`config.mk`:
```
export PLATFORM = sky130hd
export DESIGN_NAME = ysyx_25060170_gpr_wb_arb_flat
export DESIGN_NICKNAME = d
export VERILOG_FILES = /design/src/rtl/ysyx_25060170_gpr_wb_arb_if.sv /design/src/rtl/ysyx_25060170_gpr_wb_arb.sv /design/src/flat_wrapper.sv
export SDC_FILE = /design/constraint.sdc
export NUM_CORES = 1
export LEC_CHECK = 0
export ABC_AREA = 1
export CAP_MARGIN = 10
export CORE_MARGIN = 2
export CORE_UTILIZATION = 38
export DETAILED_ROUTE_END_ITERATION = 16
export PLACE_DENSITY = 0.72
export SYNTH_ARGS = -nofsm -noshare
export SYNTH_HDL_FRONTEND = slang
export SYNTH_SLANG_ARGS = --single-unit
```
`constraint.sdc`:
```
create_clock -name clk -period 1.4 [get_ports clk]
set_input_delay 0.14 -clock clk [delete_from_list [all_inputs] [get_ports clk]]
set_output_delay 0.14 -clock clk [all_outputs]
set_load 0.005 [all_outputs]
```
`src/rtl/ysyx_25060170_gpr_wb_arb_if.sv`:
```
// Write-back request channel: one source (EXU or LSU) presents a register write and
// holds it until the arbiter returns ready.
interface ysyx_25060170_gpr_wb_arb_if #(
    parameter int unsigned DW = 32,
    parameter int unsigned AW = 5
);
    logic          valid;
    logic [AW-1:0] rd;
    logic [DW-1:0] wd;
    logic          ready;

    modport master (output valid, output rd, output wd, input ready);
    modport slave  (input valid, input rd, input wd, output ready);
endinterface

```
`src/rtl/ysyx_25060170_gpr_wb_arb.sv`:
```
// Round-robin arbiter for the GPR write port (EXU vs LSU) with a busy-bit scoreboard
// that stalls issue on RAW/WAW hazards until the pending write has landed.
module ysyx_25060170_gpr_wb_arb #(
    parameter int unsigned DW = 32,
    parameter int unsigned AW = 5
) (
    input  logic                clk,
    input  logic                rst,
    input  logic                issue_valid_i,
    input  logic                issue_wen_i,
    input  logic [AW-1:0]       issue_rd_i,
    input  logic [AW-1:0]       issue_rs1_i,
    input  logic [AW-1:0]       issue_rs2_i,
    output logic                issue_ready_o,
    ysyx_25060170_gpr_wb_arb_if.slave exu,
    ysyx_25060170_gpr_wb_arb_if.slave lsu,
    output logic                gpr_we_o,
    output logic [AW-1:0]       gpr_writer_o,
    output logic [DW-1:0]       gpr_wd_o,
    output logic [2**AW-1:0]    busy_o,
    output logic                sb_err_o
);
    logic                rr_q;
    logic                grant_exu;
    logic                grant_lsu;
    logic                grant_any;
    logic [AW-1:0]       grant_rd;
    logic [DW-1:0]       grant_wd;
    logic                issue_fire;
    logic [2**AW-1:0]    busy_q;
    logic [2**AW-1:0]    busy_d;
    logic                err_q;
    logic                err_d;
    logic                gpr_we_q;
    logic [AW-1:0]       gpr_writer_q;
    logic [DW-1:0]       gpr_wd_q;

    // rr_q = 1 means the LSU wins a tie.
    always_comb begin
        grant_exu = 1'b0;
        grant_lsu = 1'b0;
        if (!rst) begin
            if (exu.valid && lsu.valid) begin
                grant_exu = !rr_q;
                grant_lsu = rr_q;
            end else begin
                grant_exu = exu.valid;
                grant_lsu = lsu.valid;
            end
        end
    end

    assign grant_any = grant_exu | grant_lsu;
    assign grant_rd  = grant_lsu ? lsu.rd : exu.rd;
    assign grant_wd  = grant_lsu ? lsu.wd : exu.wd;
    assign exu.ready = grant_exu;
    assign lsu.ready = grant_lsu;

    assign issue_ready_o = rst | !(busy_q[issue_rs1_i] | busy_q[issue_rs2_i]
                                   | (issue_wen_i & busy_q[issue_rd_i]));
    assign issue_fire    = issue_valid_i & issue_ready_o;

    // Clear first, then set, so a same-edge set of the retiring index wins.
    always_comb begin
        busy_d = busy_q;
        err_d  = err_q;
        if (gpr_we_q) begin
            if (!busy_q[gpr_writer_q]) begin
                err_d = 1'b1;
            end
            busy_d[gpr_writer_q] = 1'b0;
        end
        if (issue_fire && issue_wen_i && (issue_rd_i != '0)) begin
            busy_d[issue_rd_i] = 1'b1;
        end
        busy_d[0] = 1'b0;
    end

    always_ff @(posedge clk) begin
        if (rst) begin
            rr_q         <= 1'b0;
            busy_q       <= '0;
            err_q        <= 1'b0;
            gpr_we_q     <= 1'b0;
            gpr_writer_q <= '0;
            gpr_wd_q     <= '0;
        end else begin
            busy_q   <= busy_d;
            err_q    <= err_d;
            gpr_we_q <= grant_any && (grant_rd != '0);
            if (grant_any) begin
                rr_q         <= grant_exu;
                gpr_writer_q <= grant_rd;
                gpr_wd_q     <= grant_wd;
            end
        end
    end

    assign gpr_we_o     = gpr_we_q;
    assign gpr_writer_o = gpr_writer_q;
    assign gpr_wd_o     = gpr_wd_q;
    assign busy_o       = busy_q;
    assign sb_err_o     = err_q;
endmodule

```
`src/flat_wrapper.sv`:
```
// flat-port wrapper written by rule: the top's interface ports become plain ports
module ysyx_25060170_gpr_wb_arb_flat 
#(
    parameter int unsigned DW = 32,
    parameter int unsigned AW = 5
)
  (clk, rst, issue_valid_i, issue_wen_i, issue_rd_i, issue_rs1_i, issue_rs2_i, issue_ready_o, gpr_we_o, gpr_writer_o, gpr_wd_o, busy_o, sb_err_o, exu_valid, exu_rd, exu_wd, exu_ready, lsu_valid, lsu_rd, lsu_wd, lsu_ready);
  ysyx_25060170_gpr_wb_arb_if #(.DW(DW), .AW(AW)) exu_i ();
  ysyx_25060170_gpr_wb_arb_if #(.DW(DW), .AW(AW)) lsu_i ();
  input  logic clk;
  input  logic rst;
  input  logic issue_valid_i;
  input  logic issue_wen_i;
  input  logic [AW-1:0] issue_rd_i;
  input  logic [AW-1:0] issue_rs1_i;
  input  logic [AW-1:0] issue_rs2_i;
  output logic issue_ready_o;
  output logic gpr_we_o;
  output logic [AW-1:0] gpr_writer_o;
  output logic [DW-1:0] gpr_wd_o;
  output logic [2**AW-1:0] busy_o;
  output logic sb_err_o;
  input wire logic [$bits(exu_i.valid)-1:0] exu_valid;
  input wire logic [$bits(exu_i.rd)-1:0] exu_rd;
  input wire logic [$bits(exu_i.wd)-1:0] exu_wd;
  output wire logic [$bits(exu_i.ready)-1:0] exu_ready;
  input wire logic [$bits(lsu_i.valid)-1:0] lsu_valid;
  input wire logic [$bits(lsu_i.rd)-1:0] lsu_rd;
  input wire logic [$bits(lsu_i.wd)-1:0] lsu_wd;
  output wire logic [$bits(lsu_i.ready)-1:0] lsu_ready;
  assign exu_i.valid = exu_valid;
  assign exu_i.rd = exu_rd;
  assign exu_i.wd = exu_wd;
  assign exu_ready = exu_i.ready;
  assign lsu_i.valid = lsu_valid;
  assign lsu_i.rd = lsu_rd;
  assign lsu_i.wd = lsu_wd;
  assign lsu_ready = lsu_i.ready;
  ysyx_25060170_gpr_wb_arb #(.DW(DW), .AW(AW)) u_core (.clk(clk), .rst(rst), .issue_valid_i(issue_valid_i), .issue_wen_i(issue_wen_i), .issue_rd_i(issue_rd_i), .issue_rs1_i(issue_rs1_i), .issue_rs2_i(issue_rs2_i), .issue_ready_o(issue_ready_o), .exu(exu_i), .lsu(lsu_i), .gpr_we_o(gpr_we_o), .gpr_writer_o(gpr_writer_o), .gpr_wd_o(gpr_wd_o), .busy_o(busy_o), .sb_err_o(sb_err_o));
endmodule
```
* Word-level counts from Yosys, hierarchy flattened
Index checks and enable logic that the tools add are counted.
Word-level totals: register bits after elaboration 72, latch bits 0, RAM bits 0, ROM bits 0, bits of input ports 95, output and inout bits 74, memories kept 0
Operators by class: add/sub/neg operators 0, $mul 0, divide/modulo/power cells 0, order comparisons 6, equal/unequal tests 0, shift-type cells 0, multiplexer cells 20, bitwise logic cells 10, reductions and logical operators 11
Operators by type and width (number):
- 32-bit two-way mux | 3
- 32-bit bitwise AND | 1
- 32-bit inverter | 1
- 32-bit OR | 1
- 5-bit by 6-bit < comparator with 1-bit output (second input constant) | 4
- 1-bit binary-select mux with 5-bit select | 4
- 1-bit demux with 5-bit select | 2
- 5-bit by 1-bit >= comparator with 1-bit output (second input constant) | 2
- 1-bit two-way mux | 10
- 5-bit nonzero test | 2
- 1-bit logical AND | 6
- 5-bit two-way mux | 1
- 1-bit OR | 4
- 1-bit bitwise AND | 2
- 1-bit logical NOT | 2
- 2-bit AND reduction | 1
- 1-bit inverter | 1

* Longest topological paths before layout
word-level depth 10, gate-level depth with buffers 16

* Worst setup path before layout
Ideal clock, no wire load.
path kind register -> register, from register u_core.rr_q, to register u_core.gpr_wd_q[21], in the netlist u_core.gpr_wd_o[21], arrival 1370 ps, required time 1284 ps, setup slack -86 ps, cell stages (with the launch flop) 9, path buffers 2, cell sequence dfxtp_1 o21ai_1 inv_1 nor2_2 inv_1 buf_2 buf_2 o211ai_1 inv_1
Between the ends: word-level cells in the longest chain between the ends 4, elaborated cells between the ends (all ways) 7
Ends and longest elaborated chain:
- start, declared | line ysyx_25060170_gpr_wb_arb.sv:23 | logic rr_q;
- start signal, assigned | line ysyx_25060170_gpr_wb_arb.sv:92 | rr_q <= grant_exu;
- 1-bit logical NOT | line ysyx_25060170_gpr_wb_arb.sv:44 | grant_exu = !rr_q;
- 1-bit two-way mux | line ysyx_25060170_gpr_wb_arb.sv:43 | if (exu.valid && lsu.valid) begin
- 1-bit two-way mux | line ysyx_25060170_gpr_wb_arb.sv:42 | if (!rst) begin
- 1-bit OR | line ysyx_25060170_gpr_wb_arb.sv:53 | assign grant_any = grant_exu | grant_lsu;
- end signal, assigned | line ysyx_25060170_gpr_wb_arb.sv:94 | gpr_wd_q <= grant_wd;
- end, declared | line ysyx_25060170_gpr_wb_arb.sv:36 | logic [DW-1:0] gpr_wd_q;
Several ways; a longest one is shown, not always the timed one. A chain may end at the register's enable or synchronous reset.

* Worst setup path in the final report
from register u_core.busy_q[11], in the netlist u_core.busy_o[11], to register u_core.busy_q[5], in the netlist u_core.busy_o[5]
Between the ends: word-level cells in the longest chain between the ends 10, elaborated cells between the ends (all ways) 15
Ends and longest elaborated chain:
- start, declared | line ysyx_25060170_gpr_wb_arb.sv:30 | logic [2**AW-1:0] busy_q;
- start signal, assigned | line ysyx_25060170_gpr_wb_arb.sv:88 | busy_q <= busy_d;
- 1-bit binary-select mux with 5-bit select (on tied branches) | line ysyx_25060170_gpr_wb_arb.sv:59, ysyx_25060170_gpr_wb_arb.sv:60
- 1-bit two-way mux (on tied branches) | line ysyx_25060170_gpr_wb_arb.sv:59, ysyx_25060170_gpr_wb_arb.sv:60
- 1-bit OR or 1-bit bitwise AND (tied branches) | line ysyx_25060170_gpr_wb_arb.sv:59, ysyx_25060170_gpr_wb_arb.sv:60
- 1-bit OR * | line ysyx_25060170_gpr_wb_arb.sv:60 | | (issue_wen_i & busy_q[issue_rd_i]));
- 1-bit logical NOT * | line ysyx_25060170_gpr_wb_arb.sv:59 | assign issue_ready_o = rst | !(busy_q[issue_rs1_i] | busy_q[issue_rs2_i]
- 1-bit OR * | line ysyx_25060170_gpr_wb_arb.sv:59
- 1-bit bitwise AND * | line ysyx_25060170_gpr_wb_arb.sv:61 | assign issue_fire = issue_valid_i & issue_ready_o;
- 1-bit logical AND * (2 in a row) | line ysyx_25060170_gpr_wb_arb.sv:73 | if (issue_fire && issue_wen_i && (issue_rd_i != '0)) begin
- 32-bit two-way mux * | line ysyx_25060170_gpr_wb_arb.sv:73
Mark *: on every way between the ends. The rest lies on a longest branch, timed or not. The select of a mux whose other input is x is not followed.

==> impl_metrics.py <==
metrics = {
    "logic_synthesis": {
        "synth_seq_area_share_pct": 29.6,
        "synthFlopType": "dfxtp_1",
        "synthCells": 766,
        "syn_area_per_cell_sq_um": 6.26,
        "yosys_warnings": 0,
        "syn-num-nets": 861,
        "ys_types": 32,
        "ys_ff_latch": 71,
        "async_flop_share_pct": 0,
        "synth-edff-count": 0,
        "synthesis.area_sq_um": 4800,
    },
    "clock_tree": {
        "cts_htree_levels": 3,
        "cts_made_buffers": 9,
        "cts_tree": "yes",
        "cts_num_sinks": 71,
        "path_clk_slew_ns": 0.07,
        "cts_root_buffer": "clkbuf_16",
        "clock_path_buffers": 2,
        "clk_latency_ns": 0.34,
    },
    "worst_hold_path": {
        "hp-class": "input port to register",
        "whs_path_depth": 3,
    },
    "power": {
        "clkPwrFrac_pct": 35.9,
        "comb_power_share_pct": 30.9,
        "power.density_nw_per_um2": 753,
        "swShare_pct": 30.9,
        "p_seq_share_pct": 33.3,
        "p_sw_mw": 2.05,
        "internal-power_mw": 4.58,
        "total_power_mw": 6.63,
        "p_leak_nw": 4.06,
        "ir_worst_vdd_uv": 759,
    },
    "run_status": {
        "violations": "negative setup slack",
        "run_status": "complete, but fails checks",
    },
    "global_routing": {
        "antenna_found_initial": 0,
        "grt_first_pass_wirelength_mm": 33.9,
        "grt_overflow": 0,
        "grt_max_degree": 34,
        "grt_pass1_vias": 6388,
        "grtUsageTotal_pct": 32.7,
    },
    "placement": {
        "numPortBuffers": 167,
        "place_area_sq_um": 7350,
        "gp_congestion": 0.975,
        "hpwl_mm": 13.9,
    },
    "sta": {
        "rsz0062_at_grt": "true",
        "fmax_ghz": 0.516,
        "final_max_slew_viol_count": 0,
        "post-route-period-util_pct": 138,
        "setup_viol": 73,
        "setup_ws_ns": -0.538,
        "slew_headroom_pct": 65.6,
        "worst_pin_slew_ns": 0.516,
        "fin_skew_ns": 0.00799,
        "hold_viol": 0,
        "whs_ns": 0.246,
        "min_period_ns": 1.94,
    },
    "final_layout": {
        "finalInstanceArea_sq_um": 8800,
        "area_delta_synth_final_pct": 83.4,
        "drive_above_1_share_pct": 32.5,
        "diodes": 0,
        "layout_commonest_cell": "nand2_1",
        "layout.nets": 1158,
        "final_util_pct": 70.6,
        "num-fill-cells": 911,
        "final_cell_mix": "nand2_1, buf_4, clkdlybuf4s50_1",
    },
    "floorplanning": {
        "fp.dieH_um": 116,
        "die_w_um": 116,
        "std_cell_rows": 41,
        "io_pins": 169,
        "die-area_sq_um": 13500,
        "initial_utilization_pct": 38.5,
        "core-area_sq_um": 12500,
    },
    "critical_path": {
        "arrival_ns": 2.20,
        "worstSetupPathType": "register to register",
        "critPathCaptureType": "register",
        "required_ns": 1.66,
        "cp-start-kind": "register",
        "reg2reg_depth": 15,
        "crit_fanout": 6,
    },
    "route": {
        "vias": 6939,
        "detail_route.vias_per_cell": 5.60,
        "wire_per_inst_um": 19.4,
        "dr.pass1.iters": 6,
        "drc_errors": 0,
        "routed_wl_mm": 24.1,
        "initialDrtViolationCount": 1096,
        "ant_nets": 0,
    },
    "run": {
        "cap_violations": 0,
    },
}
## final timing paths
kind,startpoint,end,slack (ns)
hold / removal,rst,u_core.sb_err_o,0.25
hold reg to reg,u_core.gpr_wd_o[11],u_core.gpr_wd_o[11],0.49
setup / recovery,u_core.busy_o[11],u_core.busy_o[5],-0.54
setup reg to reg,u_core.busy_o[11],u_core.busy_o[5],-0.54
## power groups by stage
stage / registers (mW) / clock network, mW / logic [mW]
after floorplan: 2.27 / 0 / 0.644
after global placement: 2.27 / 0 / 1.49
after detailed placement: 2.27 / 0 / 1.50
after CTS: 2.19 / 2.31 / 1.88
after global routing: 2.22 / 2.45 / 2.16
final: 2.21 / 2.38 / 2.05
## stage by stage
step                cells  TNS, ns  worst slack, ns
finish               1240   -27.73           -0.538
global route         1240   -31.47           -0.568
CTS                  1235   -18.08           -0.369
detailed placement   1180   -43.07           -0.916
global placement     1180   -40.78           -0.898
floorplan             766        0          0.00258
## cell type report
class | instances | area, sq um | area share (%)
inverters | 104 | 399 | 4.53
multi-input cells | 551 | 3130 | 35.6
clock inverters | 6 | 60.1 | 0.682
flip-flops and latches | 71 | 1530 | 17.4
repair buffers | 326 | 3230 | 36.7
clock buffers | 10 | 239 | 2.71
well taps | 172 | 215 | 2.44
## cells by family after synthesis
logic type      after synthesis  share of synthesized area [%]
simple gates                385                           35.3
compound gates              165                           21.4
other cells                   1                         0.0782
buf+inv                     144                           13.6
flops                        71                           29.6
## critical path, cell delays in order, from the launching register on
cell and delay (ns):
dfxtp_4 0.38, nand2_1 0.07, o21ai_1 0.07, nand2_1 0.06
nand2_1 0.06, nand2_1 0.08, nand2_1 0.07, nor2_1 0.14
nand2_1 0.06, nand2_1 0.08, nand3_2 0.14, nand2_4 0.12
buf_6 0.13, buf_16 0.13, nand3_2 0.09, a21oi_2 0.18
## flip-flops by register name, summed over array words and instances (netlist names)
name	count
u_core.busy_o	31
u_core.gpr_wd_o	32
u_core.gpr_we_o	1
u_core.gpr_writer_o	5
u_core.rr_q	1
u_core.sb_err_o	1
## synthesized netlist by cell type (6+ instances only)
cell,n,area share (%)
a31oi_1,6,0.78
a21oi_1,22,2.3
o21ai_0,63,6.6
clkbuf_1,14,1.1
o21ai_1,9,0.94
buf_2,10,1.0
buf_6,7,1.6
buf_4,6,0.94
o221ai_1,6,1.1
o211ai_1,30,4.7
nor2_1,99,7.7
inv_1,100,7.8
nor3_1,16,1.7
dfxtp_1,71,30
a21oi_2,19,3.5
nand2_1,176,14
nand3_2,20,4.2
nand3_1,71,7.4
a22oi_1,6,0.94
## metal layers
metal  share of wire (%)  track usage [%]  vias to the layer above
li1                    -                -                     3114
met1                  35             39.2                     3147
met2                  47             51.7                      529
met3                  11             7.06                      149
met4                 7.2             23.7                        0
met5                   0                0                        -
## timing repair
action / CTS / global route
hold buffers: 0 / 0
gates cloned: 8 / 3
buffers inserted: 35 / 17
pin swaps: 19 / 33
setup endpoints to repair: 104 / 84
resized for setup: 228 / 95
No activity file was read; power rests on OpenSTA's default activity.
